**src/rtl/inst_queue.sv**
```systemverilog
// Instruction queue between decode and dispatch: a DEPTH-entry circular buffer
// that accepts up to two decoded instructions per cycle and presents the two oldest.
module inst_queue #(
    parameter int DEPTH = 8
) (
    input  logic        clk,
    input  logic        rstn,
    input  logic        flush,
    input  logic        in_valid0,
    input  logic        in_valid1,
    input  logic [31:0] in_pc0,
    input  logic [31:0] in_pc1,
    input  logic [31:0] in_imm0,
    input  logic [31:0] in_imm1,
    input  logic [31:0] in_control0,
    input  logic [31:0] in_control1,
    input  logic [4:0]  in_rk0,
    input  logic [4:0]  in_rk1,
    input  logic [4:0]  in_rj0,
    input  logic [4:0]  in_rj1,
    input  logic [4:0]  in_rd0,
    input  logic [4:0]  in_rd1,
    input  logic [15:0] in_excp_arg0,
    input  logic [15:0] in_excp_arg1,
    output logic        in_ready,
    output logic        out_valid0,
    output logic        out_valid1,
    output logic [31:0] pc0,
    output logic [31:0] pc1,
    output logic [31:0] imm0,
    output logic [31:0] imm1,
    output logic [31:0] control0,
    output logic [31:0] control1,
    output logic [4:0]  rk0,
    output logic [4:0]  rk1,
    output logic [4:0]  rj0,
    output logic [4:0]  rj1,
    output logic [4:0]  rd0,
    output logic [4:0]  rd1,
    output logic [15:0] excp_arg0,
    output logic [15:0] excp_arg1,
    input  logic [1:0]  pop_cnt
);

    localparam int AW = $clog2(DEPTH);
    localparam int EW = 127;

    logic [EW-1:0] mem_r [DEPTH];
    logic [AW-1:0] head_r;
    logic [AW-1:0] tail_r;
    logic [AW:0]   count_r;

    logic          in_ready_s;
    logic [1:0]    pop_req_s;
    logic [1:0]    pop_eff_s;
    logic [1:0]    push_cnt_s;
    logic [AW:0]   count_next_s;
    logic [AW-1:0] tail_plus1_s;
    logic [AW-1:0] head_plus1_s;
    logic [EW-1:0] entry0_s;
    logic [EW-1:0] entry1_s;
    logic [EW-1:0] slot0_s;
    logic [EW-1:0] slot1_s;

    // Ready depends only on registered occupancy so the decoder never sees a pop-to-push path.
    assign in_ready_s   = (count_r <= (AW+1)'(DEPTH - 2));
    assign in_ready     = in_ready_s;
    assign out_valid0   = (count_r >= (AW+1)'(1));
    assign out_valid1   = (count_r >= (AW+1)'(2));
    assign tail_plus1_s = tail_r + AW'(1);
    assign head_plus1_s = head_r + AW'(1);
    assign entry0_s     = {in_pc0, in_imm0, in_control0, in_rk0, in_rj0, in_rd0, in_excp_arg0};
    assign entry1_s     = {in_pc1, in_imm1, in_control1, in_rk1, in_rj1, in_rd1, in_excp_arg1};

    // Effective pop: a request of 3 is treated as 2, then clamped to occupancy.
    always_comb begin
        case (pop_cnt)
            2'd3:    pop_req_s = 2'd2;
            default: pop_req_s = pop_cnt;
        endcase
        if (count_r < (AW+1)'(pop_req_s)) begin
            pop_eff_s = count_r[1:0];
        end else begin
            pop_eff_s = pop_req_s;
        end
    end

    // Accepted push count; a lone slot-1 valid is ignored to keep program order.
    always_comb begin
        if (in_ready_s && in_valid0 && in_valid1) begin
            push_cnt_s = 2'd2;
        end else if (in_ready_s && in_valid0) begin
            push_cnt_s = 2'd1;
        end else begin
            push_cnt_s = 2'd0;
        end
        count_next_s = count_r + (AW+1)'(push_cnt_s) - (AW+1)'(pop_eff_s);
    end

    // Pointer and occupancy state; flush outranks any push or pop in the same cycle.
    always_ff @(posedge clk or negedge rstn) begin
        if (!rstn) begin
            head_r  <= {AW{1'b0}};
            tail_r  <= {AW{1'b0}};
            count_r <= {(AW+1){1'b0}};
        end else if (flush) begin
            head_r  <= {AW{1'b0}};
            tail_r  <= {AW{1'b0}};
            count_r <= {(AW+1){1'b0}};
        end else begin
            head_r  <= head_r + AW'(pop_eff_s);
            tail_r  <= tail_r + AW'(push_cnt_s);
            count_r <= count_next_s;
        end
    end

    // Entry storage is not reset; validity is tracked purely by count_r.
    always_ff @(posedge clk) begin
        if (!flush && (push_cnt_s != 2'd0)) begin
            mem_r[tail_r] <= entry0_s;
        end
        if (!flush && (push_cnt_s == 2'd2)) begin
            mem_r[tail_plus1_s] <= entry1_s;
        end
    end

    // Head and head+1 read-out, zeroed when the slot is not valid.
    always_comb begin
        if (out_valid0) begin
            slot0_s = mem_r[head_r];
        end else begin
            slot0_s = {EW{1'b0}};
        end
        if (out_valid1) begin
            slot1_s = mem_r[head_plus1_s];
        end else begin
            slot1_s = {EW{1'b0}};
        end
    end

    assign {pc0, imm0, control0, rk0, rj0, rd0, excp_arg0} = slot0_s;
    assign {pc1, imm1, control1, rk1, rj1, rd1, excp_arg1} = slot1_s;

endmodule

```
**config.mk**
```make
export PLATFORM = sky130hd
export DESIGN_NAME = inst_queue
export DESIGN_NICKNAME = d
export VERILOG_FILES = /design/src/rtl/inst_queue.sv
export SDC_FILE = /design/constraint.sdc
export NUM_CORES = 2
export LEC_CHECK = 0
export CAP_MARGIN = 40
export CORE_ASPECT_RATIO = 2
export CORE_MARGIN = 2
export CORE_UTILIZATION = 59
export CTS_BUF_LIST = sky130_fd_sc_hd__clkbuf_16
export DETAILED_ROUTE_END_ITERATION = 7
export GPL_TIMING_DRIVEN = 0
export HOLD_SLACK_MARGIN = 0.02
export PLACE_DENSITY = 0.86
export SLEW_MARGIN = 0
export SYNTH_ARGS = -nofsm -noshare
export SYNTH_HDL_FRONTEND = slang
export SYNTH_SLANG_ARGS = --single-unit
```
**constraint.sdc**
```tcl
create_clock -name clk -period 9.78 [get_ports clk]
set_clock_uncertainty 0.2 [all_clocks]
set_input_delay 2.445 -clock clk [delete_from_list [all_inputs] [get_ports clk]]
set_output_delay 2.445 -clock clk [all_outputs]
set_load 0.005 [all_outputs]
```
==> impl_metrics.json <==
{
  "critPathMaxStageDelay_ps": 730,
  "postSynthAreaPerCell_sq_um": 18.19,
  "drive_gt1_share_pct": 48.16,
  "area_delta_synth_final_pct": 19.39,
  "antenna_found_initial": 27,
  "yosys_warnings": 0,
  "crit_path_start_kind": "register",
  "place.gp.congestion": 0.8504,
  "rsz0062_at_grt": "false",
  "placement.io_buffers": 517,
  "die_area_sq_mm": 0.1013,
  "cts_sinks": 1026,
  "cp.arrival_ps": 4540,
  "cts_resized": 0,
  "sequentialPowerShare_pct": 27.7,
  "first_iter_violations": 4410,
  "vias_per_cell": 7.161,
  "ir_drop_uv": 203.8,
  "synthFlopType": "edfxtp_1",
  "multi_input_comb_area_sq_mm": 0.02597,
  "tritoncts": "yes",
  "synth.most_common_cell": "edfxtp_1",
  "regToRegSetupSlack_ps": 6110,
  "drv_cap": 0,
  "power_frac_comb_pct": 53.0,
  "num_io_pins": 518,
  "final.setup.worst_slack_ps": 2597,
  "max_freq_mhz": 139.2,
  "ant_nets": 0,
  "grt_pass1_vias": 39510,
  "switching_share_pct": 35.82,
  "powerDensity_mw_per_mm2": 268.4,
  "tightest_slew_ps": 961.1,
  "floorplan.initialDensity_pct": 59.20,
  "min_period_over_period_pct": 73.44,
  "syn-cell-area_sq_mm": 0.05819,
  "ys_seq_area_share_pct": 52.86,
  "synth_top_area_share_pct": 52.43,
  "p_sw_w": 0.006679,
  "grt_max_degree": 22,
  "cp_max_fo": 10,
  "ys_ff_latch": 1026,
  "coreArea_sq_mm": 0.09830,
  "nFillCells": 6319,
  "end_kind": "output port",
  "via_count": 37850,
  "path_class": "register to output port",
  "clk_pin_slew_worst_paths_ps": 70,
  "relSlewSlack_pct": 35.92,
  "routed_wl_mm": 188.3,
  "synth.net_count": 3475,
  "postCtsSetupBuffers": 0,
  "syn-instance-count": 3199,
  "synth_top_area_cell": "edfxtp_1",
  "async_flop_share_pct": 0.9747,
  "synthTopCellsByArea": "edfxtp_1 (52%), mux4_2 (20%), mux2_2 (19%)",
  "fp.dieH_um": 448.1,
  "crit_path_top_delay_cell": "buf_1",
  "path_buf_inv": 5,
  "finalSetupViolCount": 0,
  "finalMaxSlewViolations": 0,
  "drc": 0,
  "dp_hpwl_mm": 128.4,
  "cp_top_family": "buffers and inverters",
  "cts_buffers": 88,
  "dieWidth_um": 226.1,
  "cts_root_buffer": "clkbuf_16",
  "place_ws_ps": 3462,
  "wire_per_inst_um": 35.63,
  "dp_cells": 5107,
  "outcome": "finished, final reports clean",
  "synth_cell_type_count": 37,
  "hold_viol_final": 0,
  "insertion_delay_ps": 710,
  "worstHoldPathType": "register to register",
  "dr.pass1.iters": 5,
  "period_needed_ps": 7183,
  "grtUsageTotal_pct": 37.26,
  "synth_common_cells": "edfxtp_1 (1016), mux2_2 (960), mux4_2 (508)",
  "p_int_w": 0.01197,
  "seq_area_sq_mm": 0.03076,
  "cp_cell_sequence": "ha_1 -> clkbuf_1 -> buf_8 -> buf_2 -> buf_1 -> mux4_2 -> a22o_1 -> clkdlybuf4s50_1",
  "grt_pass1_wl_mm": 267.6,
  "rows": 163,
  "final-instance-count-excl-fill": 5285,
  "ctsHoldBuffers": 0,
  "p_clk_share_pct": 19.2,
  "grt-ovfl-total": 0,
  "htreeDepth": 3,
  "nNetsFinal": 4154,
  "synth-edff-count": 1016,
  "p_leak_nw": 22.54,
  "crit_required_ps": 7140,
  "clockBufferDepth": 3
}
[sequential cells by signal (all words and copies together) (netlist names)]
| register | flops |
|---|---|
| count_r | 4 |
| tail_r | 3 |
| head_r | 3 |
| mem_r | 1016 |
[cells in the final DEF, fill, tap and decap left out, types with 10 or more instances in the layout]
cell | synthesis | final
edfxtp_1 | 1016 | 1016
mux2_2 | 960 | 960
clkdlybuf4s50_1 | 0 | 517
mux4_2 | 508 | 508
a22o_1 | 254 | 254
buf_2 | 161 | 161
clkbuf_16 | 0 | 89
clkbuf_1 | 75 | 75
buf_12 | 0 | 36
mux2_4 | 30 | 30
inv_1 | 12 | 29
mux2_1 | 26 | 26
buf_16 | 0 | 23
clkinv_1 | 1 | 21
buf_6 | 13 | 19
diode_2 | 0 | 18
buf_4 | 17 | 17
buf_1 | 15 | 15
clkinv_2 | 0 | 15
nor3_1 | 14 | 14
nor2_1 | 19 | 12
buf_8 | 4 | 11
ha_1 | 11 | 11
dfrtp_1 | 10 | 10
[kinds of logic (layout without fill, tap and decap cells)]
group,Yosys count,in the layout,share of synthesized area (%)
compound gates,270,270,3.991
xor+xnor,7,7,0.1312
fa+ha+maj,15,15,0.3741
buf+inv,298,1046,2.623
flops,1026,1026,52.86
mux,1524,1524,39.51
other cells,0,18,0
simple gates,59,59,0.5074
[cell type report]
cell class,instances,share of cell area (%)
Tap cell,1320,2.377
Timing Repair Buffer,589,9.646
Multi-Input combinational cell,1875,37.39
Inverter,13,0.07024
Sequential cell,1026,44.27
Clock inverter,70,0.8500
Clock buffer,89,3.206
Antenna cell,18,0.06483
Buffer,285,2.127
[stage by stage]
step	hold WS, ps	total power (W)	area, sq um	TNS, ps	utilization (%)
finish	453.1	0.01864	69480	0	70.68
detailed placement	422.3	0.01498	66600	0	67.75
CTS	455.7	0.01855	69420	0	70.62
floorplan	352.6	0.01032	58200	0	-
global placement	406.2	0.01481	65020	-6357160	66.15
global route	529.8	0.01910	69450	0	70.65
[power by group through the flow]
stage	Sequential [W]	Combinational (W)	Clock, W
after floorplan	0.00527	0.00506	0
after global placement	0.00535	0.00946	0
after detailed placement	0.00526	0.00971	0
after CTS	0.00517	0.00978	0.00360
after global routing	0.00519	0.0102	0.00373
final	0.00517	0.00988	0.00359
[routing by layer]
layer	vias to the layer above	track usage (%)	share of wire, %
met5	-	0	0.10
met3	634	10.51	12
li1	15030	-	-
met4	30	18.42	5.2
met2	2770	62.57	50
met1	19390	44.11	33
[final timing paths]
| path | startpoint | to | cells after the start |
|---|---|---|---|
| setup reg to reg | count_r[3]$_DFF_PN0_ | mem_r[6][115]$_DFFE_PP_ | 13 |
| hold / removal | head_r[2]$_DFF_PN0_ | head_r[2]$_DFF_PN0_ | 2 |
| min in group asynchronous | rstn | count_r[2]$_DFF_PN0_ | 1 |
| setup / recovery | head_r[1]$_DFF_PN0_ | imm1[4] | 8 |
| hold reg to reg | head_r[2]$_DFF_PN0_ | head_r[2]$_DFF_PN0_ | 2 |
| max in group asynchronous | rstn | head_r[1]$_DFF_PN0_ | 1 |
[worst reg2reg max path: stages, from the launching register on]
cell and delay [ps]:
dfrtp_1 370, inv_1 110, ha_1 180, and2_1 150, o211ai_1 120, buf_2 200, or2_2 280, clkbuf_1 150
buf_6 190, a21oi_4 580, buf_16 250, buf_16 190, buf_16 190, buf_12 190
Power figures use the tool's default switching activity.
